==> config.mk <==
export PLATFORM = sky130hd
export DESIGN_NAME = regfile_writeback
export DESIGN_NICKNAME = d
export VERILOG_FILES = /design/src/rtl/regfile_pkg.sv /design/src/rtl/wb_queue.sv /design/src/rtl/regfile_writeback.sv
export SDC_FILE = /design/constraint.sdc
export NUM_CORES = 1
export LEC_CHECK = 0
export ABC_AREA = 1
export BUFFER_PORTS_ARGS = -buffer_cell sky130_fd_sc_hd__buf_2
export CAP_MARGIN = 20
export CORE_MARGIN = 2
export CORE_UTILIZATION = 60
export DETAILED_ROUTE_END_ITERATION = 8
export GPL_TIMING_DRIVEN = 0
export PLACE_DENSITY = 0.86
export SETUP_SLACK_MARGIN = 0.02
export SKIP_CTS_REPAIR_TIMING = 1
export SYNTH_ARGS = -nofsm -noshare
export SYNTH_HDL_FRONTEND = slang
export SYNTH_HIERARCHICAL = 1
export SYNTH_SLANG_ARGS = --single-unit
==> constraint.sdc <==
create_clock -name clk -period 4.25 [get_ports clk]
set_clock_uncertainty 0.15 [all_clocks]
set_input_delay 0.6375 -clock clk [delete_from_list [all_inputs] [get_ports clk]]
set_output_delay 0.6375 -clock clk [all_outputs]
set_load 0.005 [all_outputs]
==> src/rtl/regfile_pkg.sv <==
// Shared types and constants for the register file write-back path.
package regfile_pkg;
    localparam int ADDR_W   = 3;
    localparam int DATA_W   = 8;
    localparam int NUM_REGS = 8;
    localparam logic [ADDR_W-1:0] ZERO_REG = '0;

    typedef struct packed {
        logic [ADDR_W-1:0] dest;
        logic [DATA_W-1:0] data;
    } wb_entry_t;
endpackage

==> src/rtl/wb_queue.sv <==
// In-order FIFO of pending write-back entries.
// Exposes every slot, its valid bit and the read pointer so the parent can scan by age.
module wb_queue
    import regfile_pkg::*;
#(
    parameter int DEPTH = 2,
    localparam int PW = (DEPTH > 1) ? $clog2(DEPTH) : 1,
    localparam int CW = $clog2(DEPTH + 1)
) (
    input  logic            clk,
    input  logic            rst_n,
    input  logic            push,
    input  wb_entry_t       push_entry,
    input  logic            pop,
    input  logic            flush,
    output wb_entry_t       head,
    output logic [CW-1:0]   count,
    output logic [PW-1:0]   rd_ptr,
    output wb_entry_t       entries [DEPTH],
    output logic [DEPTH-1:0] valid
);
    logic [PW-1:0] wr_ptr;
    logic [PW-1:0] offset;

    always_ff @(posedge clk or negedge rst_n) begin
        if (!rst_n) begin
            rd_ptr <= '0;
            wr_ptr <= '0;
            count  <= '0;
        end else if (flush) begin
            rd_ptr <= '0;
            wr_ptr <= '0;
            count  <= '0;
        end else begin
            if (push) wr_ptr <= wr_ptr + 1'b1;
            if (pop)  rd_ptr <= rd_ptr + 1'b1;
            count <= count + CW'(push) - CW'(pop);
        end
    end

    // Storage carries no reset; occupancy alone decides which slots are live.
    always_ff @(posedge clk) begin
        if (push && !flush) entries[wr_ptr] <= push_entry;
    end

    always_comb begin
        valid  = '0;
        offset = '0;
        for (int i = 0; i < DEPTH; i++) begin
            offset   = PW'(i) - rd_ptr;
            valid[i] = (CW'(offset) < count);
        end
    end

    assign head = entries[rd_ptr];
endmodule

==> src/rtl/regfile_writeback.sv <==
// Write side of the register file: accepts ALU results, queues them, issues one
// registered write per cycle and forwards not-yet-committed values to operand fetch.
module regfile_writeback #(
    parameter int DEPTH  = 2,
    parameter int DATA_W = 8,
    parameter int ADDR_W = 3,
    localparam int PW = (DEPTH > 1) ? $clog2(DEPTH) : 1,
    localparam int CW = $clog2(DEPTH + 1)
) (
    input  logic              clk,
    input  logic              rst_n,
    input  logic              res_valid,
    output logic              res_ready,
    input  logic [ADDR_W-1:0] res_dest,
    input  logic [DATA_W-1:0] res_data,
    input  logic              flush,
    input  logic              wr_hold,
    output logic              we,
    output logic [ADDR_W-1:0] wa,
    output logic [DATA_W-1:0] wd,
    input  logic [ADDR_W-1:0] a1,
    input  logic [ADDR_W-1:0] a2,
    output logic              fwd1_hit,
    output logic [DATA_W-1:0] fwd1_data,
    output logic              fwd2_hit,
    output logic [DATA_W-1:0] fwd2_data,
    output logic [CW-1:0]     pending
);
    import regfile_pkg::*;

    wb_entry_t        push_entry;
    wb_entry_t        head;
    wb_entry_t        entries [DEPTH];
    logic [DEPTH-1:0] valid;
    logic [PW-1:0]    rd_ptr;
    logic [PW-1:0]    idx;
    logic             push;
    logic             pop;

    assign res_ready  = rst_n && (pending != CW'(DEPTH)) && !flush;
    // Writes to R0 complete the handshake but are dropped here.
    assign push       = res_valid && res_ready && (res_dest != ZERO_REG);
    assign pop        = (pending != '0) && !wr_hold && !flush;
    assign push_entry = '{dest: res_dest, data: res_data};

    wb_queue #(.DEPTH(DEPTH)) u_queue (
        .clk        (clk),
        .rst_n      (rst_n),
        .push       (push),
        .push_entry (push_entry),
        .pop        (pop),
        .flush      (flush),
        .head       (head),
        .count      (pending),
        .rd_ptr     (rd_ptr),
        .entries    (entries),
        .valid      (valid)
    );

    always_ff @(posedge clk or negedge rst_n) begin
        if (!rst_n) begin
            we <= 1'b0;
            wa <= '0;
            wd <= '0;
        end else if (flush) begin
            we <= 1'b0;
        end else if (pop) begin
            we <= 1'b1;
            wa <= head.dest;
            wd <= head.data;
        end else begin
            we <= 1'b0;
        end
    end

    // Scan oldest to newest so the youngest matching entry overwrites older ones.
    always_comb begin
        fwd1_hit  = 1'b0;
        fwd1_data = '0;
        fwd2_hit  = 1'b0;
        fwd2_data = '0;
        idx       = '0;
        if (we && wa == a1 && a1 != ZERO_REG) begin
            fwd1_hit  = 1'b1;
            fwd1_data = wd;
        end
        if (we && wa == a2 && a2 != ZERO_REG) begin
            fwd2_hit  = 1'b1;
            fwd2_data = wd;
        end
        for (int i = 0; i < DEPTH; i++) begin
            idx = rd_ptr + PW'(i);
            if (valid[idx] && entries[idx].dest == a1 && a1 != ZERO_REG) begin
                fwd1_hit  = 1'b1;
                fwd1_data = entries[idx].data;
            end
            if (valid[idx] && entries[idx].dest == a2 && a2 != ZERO_REG) begin
                fwd2_hit  = 1'b1;
                fwd2_data = entries[idx].data;
            end
        end
    end
endmodule

==> reports/qor.txt, run 1 <==
vias in the first global route - 2,411
Max Buffers Root-to-Sink - 2
Hold Vio Cnt, Final - 0
Static Leak - 1.73 nW
min Tclk post-route - 2.93 ns
GR Overflow Total - 0
GRT Overall Usage - 27.1%
Placed Area - 3120 um^2
reg-to-reg slack, setup - 1.99 ns
DIE AREA - 5200 um^2
net switching power - 0.400 mW
number of H-tree levels - 2
fraction of layout cells with a size suffix above 1 - 22.4%
Arr. time, crit path - 2.15 ns
Final Cell Area - 3210 um^2
post-synthesis instance area - 2790 um^2
Worst slew margin - 37.5%
CP most frequent cell - nand2_1
Top delay family on crit path - simple AND/OR/NAND/NOR gates
Netlist cell types - 32
Die Y - 72.1 um
Worst Tran Pin Value - 0.934 ns
Core ar. - 4410 um^2
dpl ws - 1.35 ns
Worst setup EP type - output pin
critical-path cell list - inv_2, o21ai_0, nand2_1, nand2_1, nand3_1, nor2_2, nand2_4, clkinv_2, nand2_1, nand2_1, buf_2
Clock Latency Late Sink - 0.28 ns
combinational share of power - 30.1%
Mean Syn Cell Area - 7.00 um^2
final worst slack - 1.32 ns
Hold Path Class - in -> async
WL per Instance - 12.9 um
# clock sinks - 38
Critical Path RT - 3.46 ns
Vias/cell - 5.62
DR iter-0 viols - 396
Post-Syn Nets - 422
Seq cells post-synth - 38
Slowest-stage cell, CP - dfrtp_1
Initial Utilization - 63.1%
Total Wirelength - 6610 um
Setup CP Type - reg -> out
Peak Freq - 341 MHz
final worst path period share - 69.0%
max_cap viols - 0
switching power share of the total - 37.0%
area grow syn2layout - 15.1%
CP Launch Type - flip-flop
Critical R2R Capture - u_queue/entries[0]
Clock Power Share - 21.5%
io pins - 55
Rows - 24
Pins Over Slew Limit - 0
yosys warns - 6
pwr/cell area - 338 nW/um^2
outcome - finished clean
# nets final - 483
port buffer count - 54
Reg power frac - 48.4%
internal power - 0.682 mW
RSZ-0062 raised after global routing - false
first-pass GRT wire length - 11,100 um
largest net degree at the start of global routing - 18
r2r startpoint - u_queue/count[1]
count of final setup violators - 0
number of antenna violations at the first check in global routing - 0
Die X - 72.1 um
largest fanout on the critical path - 10
Antenna Nets Post-Route - 0
ANT cells - 0
slowest stage delay, CP - 0.54 ns
CP Buf/Inv Count - 3
Vias - 2,879
fill count - 357
clock transition at the registers of the reported paths - 0.08 ns
setup total negative slack - 0 ns
Peak supply drop - 325 uV
Remaining DRCs - 0
Post-Syn Instances - 398
CTS buffer count - 5
TritonRoute pass-1 iters - 6
register area share after synthesis - 38.1%
CTS tree - yes
Final GP Congestion - 0.928
worst r2r path cells - 6
Detailed Place HPWL - 5140 um
root buffer cell - clkbuf_8
worst reg2reg max path, stage by stage, from the launching register on:
cell and delay, ns:
dfrtp_1 0.42, inv_1 0.06, o21ai_0 0.06, nor2_1 0.15, o311a_1 0.25, nand2_2 0.08, nor2_1 0.71
stage by stage:
| stage | instances | utilization (%) | power [mW] | hold slack [ns] |
|---|---|---|---|---|
| after floorplan | 398 | - | 0.707 | 0.192 |
| after detailed placement | 504 | 70.7 | 0.850 | 0.380 |
| after CTS | 512 | 72.6 | 1.08 | 0.111 |
| after global placement | 504 | 70.7 | 0.841 | 0.374 |
| final | 512 | 72.6 | 1.08 | 0.105 |
| after global routing | 512 | 72.6 | 1.16 | 0.123 |
cells in the final DEF, fill, tap and decap left out, drive strengths merged, types with 3 or more instances in the layout:
master,n
dfrtp,16
clkinv,5
a21oi,3
nor2,22
clkbuf,6
inv,34
nand4,8
nand3,62
nand2,183
edfxtp,22
buf,62
o21ai,28
logic make-up (layout without fill, tap and decap cells):
kind of cell,count (synthesis),count (layout),share of synthesized area (%)
AOI/OAI and AO/OA,34,34,6.60
xor gates and xnor gates,1,1,0.315
adders and majority gates,2,2,0.898
buffers and inverters,46,108,7.46
DFF,38,38,38.1
and+or+nand+nor,277,277,46.6
cells in the mapped netlist:
master    instances  share of area (%)
a21oi_1           3               0.54
buf_1             2               0.27
buf_2             2               0.36
buf_4             1               0.27
buf_6             3                1.2
clkbuf_1          1               0.13
clkinv_1          1               0.13
clkinv_2          1               0.18
clkinv_4          1               0.31
dfrtp_1          16                 14
edfxtp_1         22                 24
ha_1              2               0.90
inv_1            30                4.0
inv_2             4               0.54
nand2_1         171                 23
nand2_2           6                1.3
nand2_4           6                2.4
nand3_1          55                9.9
nand3_2           7                2.5
nand4_1           8                1.8
nor2_1           12                1.6
nor2_2            6                1.3
nor2_4            2               0.81
nor2_8            2                1.4
nor3_1            1               0.18
o21a_1            2               0.54
o21ai_0          24                4.3
o21ai_1           3               0.54
o21ai_2           1               0.31
o311a_1           1               0.36
or2_1             1               0.22
xor2_1            1               0.31
state kept, by name, summed over array words and instances (netlist names):
signal / count
wa: 3
u_queue/wr_ptr: 1
u_queue/count: 2
u_queue/rd_ptr: 1
u_queue/entries: 22
we: 1
wd: 8
power by group through the flow:
stage                     Clock [mW]  Combinational [mW]  Sequential (mW)
final                          0.232               0.326            0.524
after floorplan                    0               0.195            0.512
after global placement             0               0.317            0.524
after CTS                      0.239               0.325            0.518
after detailed placement           0               0.324            0.526
after global routing           0.260               0.367            0.529
layout make-up:
type / instances / area (um^2) / area share (%)
well taps: 52 / 65.1 / 2.03
multi-input cells: 314 / 1520 / 47.3
clock buffers: 5 / 68.8 / 2.15
flip-flops and latches: 38 / 1060 / 33.1
inverters: 37 / 145 / 4.53
repair buffers: 54 / 270 / 8.43
clock inverters: 3 / 16.3 / 0.507
plain buffers: 9 / 62.6 / 1.95
metal layers:
metal  wire length [um]  vias up  share of wire (%)  global-route usage, %
li1                   -     1425                  -                      -
met3                524       11                7.9                   3.47
met1               3050     1288                 46                   40.6
met4                 98        0                1.5                   9.43
met2               2940      155                 44                   40.6
met5                  0        -                  0                      0
worst max-delay path by stage:
stage	startpoint	endpoint	slack [ns]	cells past startpoint
6_report	u_queue/rd_ptr	fwd2_data[2]	1.32	11
5_1_grt	u_queue/rd_ptr	fwd1_data[4]	1.11	11
4_1_cts	u_queue/rd_ptr	fwd2_data[2]	1.33	11
3_5_place_dp	rst_n	u_queue/entries[4]	1.35	6
3_3_place_gp	rst_n	u_queue/entries[7]	1.37	6
2_1_floorplan	a1[2]	fwd1_data[0]	2.00	7
No activity file was read; power rests on OpenSTA's default activity.
==> run 2, diff against run 1 <==
--- a/config.mk
+++ b/config.mk
@@ -9,10 +9,10 @@
 export BUFFER_PORTS_ARGS = -buffer_cell sky130_fd_sc_hd__buf_2
 export CAP_MARGIN = 20
 export CORE_MARGIN = 2
-export CORE_UTILIZATION = 60
+export CORE_UTILIZATION = 56
 export DETAILED_ROUTE_END_ITERATION = 8
 export GPL_TIMING_DRIVEN = 0
-export PLACE_DENSITY = 0.86
+export PLACE_DENSITY = 0.81
 export SETUP_SLACK_MARGIN = 0.02
 export SKIP_CTS_REPAIR_TIMING = 1
 export SYNTH_ARGS = -nofsm -noshare
==> constraint.sdc (replaced) <==
create_clock -name clk -period 2.9 [get_ports clk]
set_clock_uncertainty 0.15 [all_clocks]
set_input_delay 0.435 -clock clk [delete_from_list [all_inputs] [get_ports clk]]
set_output_delay 0.435 -clock clk [all_outputs]
set_load 0.005 [all_outputs]
==> run 2 against run 1 <==
Sequential share of layout area shrank 0.23 points. Setup slack lost 1.1 ns. Cell count grew 3.1%. Count of clock-buffer cells in the layout grew 1. Via count shrank 4.0%. Sequential power grew 47%. Final area grew 0.82%. Critical path type unchanged.
==> reports/qor.txt, run 2 (synthesis results as in run 1) <==
fraction of layout cells with a size suffix above 1 - 22.3%
Core ar. - 4750 um^2
DIE AREA - 5550 um^2
Rows - 25
r2r startpoint - u_queue/count[1]
Reg power frac - 48.7%
Static Leak - 1.74 nW
vias in the first global route - 2,400
min Tclk post-route - 2.65 ns
Worst setup EP type - output pin
CP Launch Type - flip-flop
dpl ws - 0.202 ns
Peak Freq - 377 MHz
Hold Path Cell Cnt - 1
clock transition at the registers of the reported paths - 0.07 ns
Die X - 74.5 um
setup total negative slack - 0 ns
Remaining DRCs - 0
Largest Register - u_queue/entries
Vias - 2,763
max FFs per register - 22
Max Buffers Root-to-Sink - 2
area grow syn2layout - 16.0%
commonest non-fill, non-tap cell in the layout - nand2_1
Pins Over Slew Limit - 0
switching power share of the total - 36.7%
Vias/cell - 5.23
Hold Path Class - in -> reg
Worst slew margin - 39.2%
net switching power - 0.580 mW
count of final setup violators - 0
number of H-tree levels - 2
pwr/cell area - 489 nW/um^2
io pins - 55
Clock Power Share - 21.0%
WL per Instance - 12.6 um
GR Overflow Total - 0
Peak supply drop - 402 uV
first-pass GRT wire length - 10,900 um
commonest cells after routing, fill and taps aside - 171 x nand2_1, 56 x buf_2, 55 x nand3_1
Die Y - 74.5 um
Worst Tran Pin Value - 0.908 ns
Critical Path RT - 2.32 ns
GR met2 Demand/Resource - 39.9%
hold path start - res_data[2]
TritonRoute pass-1 iters - 6
final worst slack - 0.247 ns
reg-to-reg slack, setup - 0.65 ns
leading registers by flop count - u_queue/entries x22, wd x8, wa x3
largest fanout on the critical path - 10
root buffer cell - clkbuf_8
outcome - finished clean
Setup CP Type - reg -> out
hold endpoint - u_queue/entries[13]
met3 Use GR - 3.39%
internal power - 1.00 mW
DR iter-0 viols - 273
# nets final - 484
Arr. time, crit path - 2.07 ns
number of antenna violations at the first check in global routing - 0
Detailed Place HPWL - 5280 um
RSZ-0062 raised after global routing - false
Initial Utilization - 58.6%
fill count - 432
Hold Vio Cnt, Final - 0
gr busiest metal - met2
# clock sinks - 38
CTS buffer count - 5
Total Wirelength - 6630 um
port buffer count - 54
worst r2r path cells - 6
combinational share of power - 30.3%
Antenna Nets Post-Route - 0
ANT cells - 0
final worst path period share - 91.5%
Clock Latency Late Sink - 0.28 ns
max_cap viols - 0
grt met1 use - 36.7%
Final Power - 1.58 mW
largest net degree at the start of global routing - 18
Critical R2R Capture - u_queue/entries[5]
CTS tree - yes
GRT Overall Usage - 25.6%
Final GP Congestion - 0.924
-- run 2: changes by cell type in the layout (fill, tap and decap cells not counted) --
cell and change:
dfrtp_2 +1, clkbuf_1 +1, dlygate4sd3_1 +1, dfrtp_1 -1, clkinvlp_4 -1
-- run 2: through the flow --
stage	hold WS, ns	utilization (%)	instance area (um^2)	cells
global placement	0.225	66.0	3140	519
global route	0.173	68.0	3230	528
floorplan	-0.0106	-	2790	398
CTS	-0.0828	67.7	3220	527
detailed placement	0.233	66.0	3140	519
finish	0.184	68.0	3230	528
-- run 2: metal layers --
metal | vias up | wire length [um]
met5 | - | 0
met4 | 0 | 81
met3 | 8 | 419
met2 | 107 | 2990
met1 | 1224 | 3140
li1 | 1424 | -
-- run 2: how the worst max path moves through the flow --
| stage | endpoint | start | cells past startpoint |
|---|---|---|---|
| 2_1_floorplan | fwd1_data[0] | u_queue/rd_ptr | 10 |
| 3_3_place_gp | u_queue/entries[7] | rst_n | 6 |
| 3_5_place_dp | u_queue/entries[4] | rst_n | 6 |
| 4_1_cts | fwd1_data[6] | u_queue/rd_ptr | 11 |
| 5_1_grt | fwd2_data[2] | u_queue/rd_ptr | 11 |
| 6_report | fwd2_data[3] | u_queue/rd_ptr | 11 |
-- run 2: power by group through the flow --
| stage | sequential [mW] | combinational (mW) | clock (mW) |
|---|---|---|---|
| final | 0.770 | 0.480 | 0.332 |
| after global routing | 0.780 | 0.550 | 0.363 |
| after CTS | 0.766 | 0.478 | 0.345 |
| after detailed placement | 0.776 | 0.477 | 0 |
| after global placement | 0.775 | 0.465 | 0 |
| after floorplan | 0.751 | 0.285 | 0 |
-- run 2: final cells by class --
cell class,instances,area (um^2),share of cell area (%)
Clock buffer,6,72.6,2.25
Tap cell,67,83.8,2.59
Multi-Input combinational cell,314,1520,46.9
Inverter,37,145,4.49
Sequential cell,38,1060,32.9
Clock inverter,2,8.76,0.271
Timing Repair Buffer,55,280,8.67
Buffer,9,62.6,1.94
-- run 2: worst max-delay path, stage by stage, from the launching register on --
cell	delay (ns)
dfrtp_2	0.48
inv_2	0.08
o21ai_0	0.27
nand2_1	0.09
nand2_1	0.10
nand3_1	0.10
nor2_2	0.16
nand2_4	0.12
clkinv_2	0.13
nand2_1	0.06
nand2_1	0.09
buf_2	0.11
